==> src/rtl/histo_equalizer.sv <==
`default_nettype none
// ============================================================================
// Module   : histo_equalizer
// Function : During vertical blanking, reads the 256-bin cumulative histogram,
//            finds cdf_min and total, computes the reciprocal
//            floor((OUT_MAX<<16)/(total-cdf_min)) with a restoring divider and
//            builds a 256 x 12 equalisation LUT. During the active frame every
//            Grey pixel goes through that LUT with a fixed two-cycle latency.
//            Before the first completed build the mapping is the identity.
// Options  : HEQ_LUT_DBUF_EN - double-buffered LUT. BUILD writes the shadow
//            bank and DONE swaps banks, so an aborted build never disturbs
//            the active mapping. Without it the single bank is written in
//            place.
// Timing   : a complete build needs at least 560 cycles of blanking.
// Revision : 1.0 - initial release
// ============================================================================
module histo_equalizer #(
   parameter int BINS    = 256,
   parameter int CDF_W   = 20,
   parameter int OUT_MAX = 4095
) (
   input  logic             iPclk,
   input  logic             iRst,
   input  logic             Fval,
   input  logic             Dval,
   input  logic [11:0]      Grey,
   output logic [7:0]       oCum_Addr,
   input  logic [CDF_W-1:0] iCum_Data,
   output logic [11:0]      oGrey,
   output logic             oDval,
   output logic             oFval,
   output logic             oLut_Valid,
   output logic [2:0]       stateOut
);

   localparam logic [2:0] c_IDLE  = 3'd0;
   localparam logic [2:0] c_FIND  = 3'd1;
   localparam logic [2:0] c_DIV   = 3'd2;
   localparam logic [2:0] c_BUILD = 3'd3;
   localparam logic [2:0] c_DONE  = 3'd4;

   localparam int             Q_W         = 28;
   localparam logic [8:0]     c_LAST_CNT  = 9'(BINS);
   localparam logic [8:0]     c_BUILD_END = 9'(BINS + 1);
   localparam logic [8:0]     c_DIV_END   = 9'(Q_W - 1);
   localparam logic [Q_W-1:0] c_DIVIDEND  = Q_W'(OUT_MAX * 65536);
   localparam logic [11:0]    c_OUT_MAX   = 12'(OUT_MAX);

   // FSM and build datapath state
   logic [2:0]       state_q, state_d;
   logic [8:0]       cnt_q;
   logic             found_q;
   logic [CDF_W-1:0] cdf_min_q;
   logic [CDF_W-1:0] total_q;
   logic             ident_q;
   logic [CDF_W-1:0] rem_q;
   logic [Q_W-1:0]   dvd_q;
   logic [Q_W-1:0]   recip_q;
   logic [31:0]      prod_q;
   logic             wr_en_q;
   logic [7:0]       wr_bin_q;
   logic             lut_valid_q;

   // Mapping pipeline state
   logic             fval_q;
   logic             dval1_q;
   logic [11:0]      grey1_q;
   logic [11:0]      rd_q;
   logic [11:0]      grey_o_q;
   logic             dval_o_q;
   logic             fval_o_q;

   // Combinational helpers
   logic             w_fall;
   logic             w_rise;
   logic [CDF_W-1:0] w_range;
   logic [CDF_W:0]   w_rem_sh;
   logic             w_ge;
   logic [CDF_W-1:0] w_rem_sub;
   logic [CDF_W-1:0] w_diff;
   logic [7:0]       w_bin;
   logic [11:0]      w_lut_wdata;
   logic [7:0]       w_cum_addr;

   // Frame edges are taken against the registered Fval of the mapping pipe
   assign w_fall = fval_q & ~Fval;
   assign w_rise = ~fval_q & Fval;

   // Restoring divider step: shift in the next dividend bit, subtract if it fits
   assign w_range   = total_q - cdf_min_q;
   assign w_rem_sh  = {rem_q, dvd_q[Q_W-1]};
   assign w_ge      = (w_rem_sh >= {1'b0, w_range});
   assign w_rem_sub = w_rem_sh[CDF_W-1:0] - w_range;

   // Bins below cdf_min (leading empty bins) contribute zero
   assign w_diff = (iCum_Data < cdf_min_q) ? '0 : (iCum_Data - cdf_min_q);
   assign w_bin  = 8'(cnt_q - 9'd1);

   // LUT entry: identity ramp when the CDF is flat, otherwise saturated product
   assign w_lut_wdata = ident_q ? {wr_bin_q, 4'h0} :
                        ((prod_q > 32'(OUT_MAX)) ? c_OUT_MAX : prod_q[11:0]);

   // LUT storage, single or double banked
`ifdef HEQ_LUT_DBUF_EN
   localparam int LUT_AW = 9;
   logic              bank_q;
   logic [LUT_AW-1:0] w_wr_addr;
   logic [LUT_AW-1:0] w_rd_addr;
   assign w_wr_addr = {~bank_q, wr_bin_q};
   assign w_rd_addr = {bank_q, Grey[11:4]};

   // Active bank flips when a build completes
   always_ff @(posedge iPclk) begin
      if (iRst) begin
         bank_q <= 1'b0;
      end else if (state_q == c_DONE) begin
         bank_q <= ~bank_q;
      end
   end
`else
   localparam int LUT_AW = 8;
   logic [LUT_AW-1:0] w_wr_addr;
   logic [LUT_AW-1:0] w_rd_addr;
   assign w_wr_addr = wr_bin_q;
   assign w_rd_addr = Grey[11:4];
`endif

   logic [11:0] lut_mem [0:(1<<LUT_AW)-1];

   // FSM state register
   always_ff @(posedge iPclk) begin
      if (iRst) begin
         state_q <= c_IDLE;
      end else begin
         state_q <= state_d;
      end
   end

   // FSM next state; a rising Fval aborts any build in progress
   always_comb begin
      state_d = state_q;
      case (state_q)
         c_IDLE: begin
            if (w_fall) state_d = c_FIND;
         end
         c_FIND: begin
            if (w_rise)                   state_d = c_IDLE;
            else if (cnt_q == c_LAST_CNT) state_d = c_DIV;
         end
         c_DIV: begin
            if (w_rise)                                   state_d = c_IDLE;
            else if (w_range == '0 || cnt_q == c_DIV_END) state_d = c_BUILD;
         end
         c_BUILD: begin
            if (w_rise)                    state_d = c_IDLE;
            else if (cnt_q == c_BUILD_END) state_d = c_DONE;
         end
         c_DONE:  state_d = c_IDLE;
         default: state_d = c_IDLE;
      endcase
   end

   // FSM outputs: CDF read address tracks the bin counter while scanning
   always_comb begin
      w_cum_addr = '0;
      if ((state_q == c_FIND || state_q == c_BUILD) && (cnt_q < c_LAST_CNT)) begin
         w_cum_addr = cnt_q[7:0];
      end
   end

   // Build datapath: min/total scan, reciprocal divide, LUT value pipeline
   always_ff @(posedge iPclk) begin
      if (iRst) begin
         cnt_q     <= '0;
         found_q   <= 1'b0;
         cdf_min_q <= '0;
         total_q   <= '0;
         ident_q   <= 1'b0;
         rem_q     <= '0;
         dvd_q     <= '0;
         recip_q   <= '0;
         prod_q    <= '0;
         wr_en_q   <= 1'b0;
         wr_bin_q  <= '0;
      end else begin
         wr_en_q <= 1'b0;
         case (state_q)
            c_IDLE: begin
               cnt_q <= '0;
               if (w_fall) begin
                  found_q   <= 1'b0;
                  cdf_min_q <= '0;
                  total_q   <= '0;
                  ident_q   <= 1'b0;
               end
            end
            c_FIND: begin
               cnt_q <= (state_d == c_FIND) ? (cnt_q + 9'd1) : '0;
               // read data lags the address by one cycle
               if (cnt_q != 9'd0 && !found_q && iCum_Data != '0) begin
                  found_q   <= 1'b1;
                  cdf_min_q <= iCum_Data;
               end
               if (cnt_q == c_LAST_CNT) begin
                  total_q <= iCum_Data;
                  rem_q   <= '0;
                  dvd_q   <= c_DIVIDEND;
                  recip_q <= '0;
               end
            end
            c_DIV: begin
               cnt_q <= (state_d == c_DIV) ? (cnt_q + 9'd1) : '0;
               if (w_range == '0) begin
                  ident_q <= 1'b1;
               end else begin
                  rem_q   <= w_ge ? w_rem_sub : w_rem_sh[CDF_W-1:0];
                  dvd_q   <= {dvd_q[Q_W-2:0], 1'b0};
                  recip_q <= {recip_q[Q_W-2:0], w_ge};
               end
            end
            c_BUILD: begin
               cnt_q <= (state_d == c_BUILD) ? (cnt_q + 9'd1) : '0;
               // data for bin cnt-1 is present; product written one cycle later
               if (cnt_q != 9'd0 && cnt_q <= c_LAST_CNT) begin
                  wr_en_q  <= 1'b1;
                  wr_bin_q <= w_bin;
                  prod_q   <= 32'(({{Q_W{1'b0}}, w_diff} * {{CDF_W{1'b0}}, recip_q}) >> 16);
               end
            end
            default: begin
               cnt_q <= '0;
            end
         endcase
      end
   end

   // LUT valid flag: set by the first completed build, cleared only by reset
   always_ff @(posedge iPclk) begin
      if (iRst) begin
         lut_valid_q <= 1'b0;
      end else if (state_q == c_DONE) begin
         lut_valid_q <= 1'b1;
      end
   end

   // LUT write port
   always_ff @(posedge iPclk) begin
      if (wr_en_q) begin
         lut_mem[w_wr_addr] <= w_lut_wdata;
      end
   end

   // Two-stage mapping pipe: LUT read, then select LUT or identity output
   always_ff @(posedge iPclk) begin
      if (iRst) begin
         rd_q     <= '0;
         grey1_q  <= '0;
         dval1_q  <= 1'b0;
         fval_q   <= 1'b0;
         grey_o_q <= '0;
         dval_o_q <= 1'b0;
         fval_o_q <= 1'b0;
      end else begin
         rd_q     <= lut_mem[w_rd_addr];
         grey1_q  <= Grey;
         dval1_q  <= Dval;
         fval_q   <= Fval;
         grey_o_q <= lut_valid_q ? rd_q : grey1_q;
         dval_o_q <= dval1_q;
         fval_o_q <= fval_q;
      end
   end

   assign oCum_Addr  = w_cum_addr;
   assign oGrey      = grey_o_q;
   assign oDval      = dval_o_q;
   assign oFval      = fval_o_q;
   assign oLut_Valid = lut_valid_q;
   assign stateOut   = state_q;

endmodule
`default_nettype wire

==> config.mk <==
export PLATFORM = sky130hd
export DESIGN_NAME = histo_equalizer
export DESIGN_NICKNAME = d
export VERILOG_FILES = /design/src/rtl/histo_equalizer.sv
export SDC_FILE = /design/constraint.sdc
export NUM_CORES = 2
export LEC_CHECK = 0
export ABC_AREA = 1
export ABC_CLOCK_PERIOD_IN_PS = 8300
export CORE_MARGIN = 1.5
export CORE_UTILIZATION = 56
export CTS_BUF_LIST = sky130_fd_sc_hd__clkbuf_4
export DETAILED_ROUTE_END_ITERATION = 12
export PLACE_DENSITY = 0.75
export SYNTH_ARGS = -nofsm -noshare
export SYNTH_HDL_FRONTEND = slang
export SYNTH_SLANG_ARGS = --single-unit
==> constraint.sdc <==
create_clock -name iPclk -period 8.3 [get_ports iPclk]
set_input_delay 1.245 -clock iPclk [delete_from_list [all_inputs] [get_ports iPclk]]
set_output_delay 1.245 -clock iPclk [all_outputs]
set_load 0.03 [all_outputs]
==> flow_summary.toml <==
[status]
status = "finished clean"

[sta]
max_slew.worst_pin.slew_ns = 1.38
timing.final.crit_share = 0.990
fmax_mhz = 122
clock-skew-final_ns = 0.248
relSlewSlack = 0.0799
finalHoldViolCount = 0
finalSetupViolations = 0
report.final.slew_viol_count = 0
grt_setup_unrepaired = "true"
post-route-min-period_ns = 8.22

[setup_path]
critical_path_class = "reg2reg"
cp-endpoint = "prod_q[24]"
ff2ff_setup_slack_ns = 0.08
slowest_stage = "fa_1"
reg2reg_to = "prod_q[24]"
cp_max_fo = 8
cp.required_ns = 9.64
cp-startpoint = "cdf_min_q[2]"
path_depth = 44
worstSetupStartpointType = "flop"
path_delay_family = "adder cells"
r2r-start = "cdf_min_q[2]"
cpMostUsedCell = "fa_1"
worstPathArrival_ns = 9.55
endpoint_kind = "flop"
crit_buf_inv = 12
reg2reg_depth = 44
cpPeakStageDelay_ns = 0.55

[floorplanning]
top_level_ports = 62
die_h_um = 521
core_um2 = 266000
num_rows = 189
start_util = 0.565
die_w_um = 521
die-area_um2 = 271000

[cells_and_area]
drive_above_1_share = 0.140
stdcell_count = 17900
area_delta_synth_final_pct = 11.6
final_nets = 14500
final_area_um2 = 168000

[clocking]
h-tree-depth = 6
cts_tree = "built"
numCtsBuffers = 787
root_buffer = "clkbuf_4"
insertion_delay_ns = 1.63
hold_buffers = 0
clkTransAtPathRegs_ns = 0.08
clock_sink_count = 3268
cts.path.max_buffers = 4

[run]
maxCapViolCount = 0

[drt]
drt-total-wl_mm = 439
ant_nets = 0
drc = 0
wl_per_cell_um = 24.5
vias_per_cell = 6.17
drt_iter0_markers = 15500
via_count = 111000
drtPass1Iterations = 8

[pwr]
p_seq_frac = 0.530
p_int_mw = 25.3
p_per_area_nw_per_um2 = 200
comb_power_share = 0.076
power.leakage_nw = 59.9
clkPwrFrac = 0.394
power_switching_mw = 8.23
ir_worst_vdd_mv = 0.140
report.power.total_mw = 33.6
switching_share = 0.245

[global_routing]
track_usage = 0.317
overflow = 0
grt_pass1_wl_mm = 650
grt_pass1_vias = 107000
antenna_found_initial = 23
grt_max_degree = 227

[logic_synthesis]
ys_seq_elements = 3268
syn-num-nets = 14000
syn_inst = 13200
yosysWarningCount = 0
syn-cell-area_um2 = 150000
yosysUniqueCellTypes = 55
ys_seq_area_frac = 0.641
syn_avg_cell_area_um2 = 11.3

[placement]
place_inst = 16500
finalWeightedCongestion = 0.966
portBuffers = 61
hpwl_mm = 259
placed_cell_area_um2 = 156000

[hold_path]
hp-class = "in2reg"
## logic make-up (layout without fill, tap and decap cells)
family,Yosys count,after routing,synth area share
compound gates,3399,3399,0.123
other cells,0,19,0
buf+inv,1745,2889,0.0455
mux,1,1,0.0000750
flops,3268,3268,0.641
fa+ha+maj,687,687,0.0806
simple gates,4069,4069,0.106
xor+xnor,61,61,0.00371
## cells in the mapped netlist, drive strengths merged
cell	instances	area share
dfxtp	196	0.026
inv	860	0.022
o22ai	945	0.039
buf	186	0.0065
xor2	38	0.0024
a31o	1	0.000058
and3	2	0.000083
o31ai	17	0.00085
nand3b	2	0.00010
xnor2	23	0.0013
mux2	1	0.000075
o21bai	16	0.00085
o21ai	2058	0.069
nor3	32	0.0011
clkbuf	684	0.017
a21oi	270	0.0091
and2	1	0.000042
or2	22	0.00092
a31oi	31	0.0013
nor2	2725	0.068
clkinv	15	0.00038
o311a	2	0.00013
nand3	253	0.0086
fa	466	0.062
nand4	51	0.0022
o2111ai	1	0.000058
o32ai	17	0.00099
o221ai	2	0.00012
edfxtp	3072	0.61
o21a	10	0.00050
nand2	963	0.024
ha	221	0.018
a21boi	4	0.00020
o211ai	4	0.00020
a211oi	8	0.00040
a21o	12	0.00060
a2111oi	1	0.000058
or4	1	0.000050
nor4	17	0.00071
## what timing repair did
item | in CTS | in global routing
pin swaps | 1 | 91
setup buffers | 0 | 28
resized for setup | 11 | 237
gates cloned | 0 | 1
setup endpoints to repair | 10 | 32
## cell usage in the layout (no fill, tap or decap), drive strengths merged, types with 4 or more instances in the layout
| master | instances |
|---|---|
| bufinv | 14 |
| nand3 | 253 |
| o211ai | 4 |
| a211oi | 8 |
| inv | 879 |
| nor2 | 2725 |
| o31ai | 17 |
| xnor2 | 23 |
| xor2 | 38 |
| o32ai | 17 |
| nand2 | 963 |
| o21bai | 16 |
| clkdlybuf4s50 | 54 |
| clkinvlp | 13 |
| or2 | 22 |
| edfxtp | 3072 |
| diode | 19 |
| clkbuf | 1151 |
| nor3 | 32 |
| a21oi | 270 |
| buf | 555 |
| ha | 221 |
| a21boi | 4 |
| o21ai | 2058 |
| o21a | 10 |
| nand4 | 51 |
| fa | 466 |
| a31oi | 31 |
| o22ai | 945 |
| nor4 | 17 |
| dfxtp | 196 |
| clkinv | 223 |
| a21o | 12 |
## worst min path at each step
stage / start / end / slack (ns) / cells past startpoint
floorplan: dval1_q / oDval / 0.39 / 2
detailed placement: dval1_q / oDval / 0.40 / 2
global placement: dval1_q / oDval / 0.40 / 2
CTS: Grey[1] / grey1_q[1] / 0.05 / 3
global route: Grey[1] / grey1_q[1] / 0.10 / 3
finish: Grey[2] / grey1_q[2] / 0.14 / 3
## stage by stage
stage	worst slack (ns)	hold slack, ns	setup TNS (ns)	utilization
final	0.0845	0.137	0	0.630
after global routing	-0.215	0.105	-2.79	0.630
after detailed placement	-1.57	0.404	-40.61	0.587
after global placement	-1.49	0.401	-38.81	0.587
after CTS	0.0120	0.0542	0	0.626
after floorplan	-0.0344	0.388	-0.0344	-
## layout make-up
class                           instances  area [um^2]
Antenna cell                           19         47.5
Clock buffer                         1151         8640
Clock inverter                        253         1510
Fill cell                           20000        98200
Inverter                              875         3420
Multi-Input combinational cell       8217        48100
Sequential cell                      3268        96200
Tap cell                             3533         4420
Timing Repair Buffer                  609         5270
Timing Repair inverter                  1         7.51
## metal layers
layer | GRT usage | share of wire | wire length, um
met5 | 0 | 0.00044 | 192
met4 | 0.155 | 0.051 | 22300
met3 | 0.0913 | 0.14 | 59800
met2 | 0.482 | 0.45 | 199000
met1 | 0.422 | 0.36 | 158000
## tightest hold or removal path, cell delays in order
cell	delay [ns]
clkdlybuf4s50_1	0.40
inv_1	0.06
nor2_1	0.04
## power by group through the flow
stage / sequential, mW / combinational, mW / clock, mW
finish: 17.8 / 2.55 / 13.2
CTS: 17.8 / 2.41 / 13.3
global placement: 18.1 / 2.35 / 0
global route: 17.8 / 2.71 / 14.2
floorplan: 18.1 / 1.46 / 0
detailed placement: 18.1 / 2.40 / 0
## registers in the layout, summed over array words and instances (netlist names), 8 cells and up
| register | flops |
|---|---|
| dvd_q | 12 |
| lut_mem | 3072 |
| total_q | 20 |
| rd_q | 12 |
| w_wr_addr | 8 |
| cdf_min_q | 20 |
| recip_q | 28 |
| rem_q | 20 |
| prod_q | 32 |
| cnt_q | 9 |
| oGrey | 12 |
| grey1_q | 12 |
(Power assumes the default switching activity.)
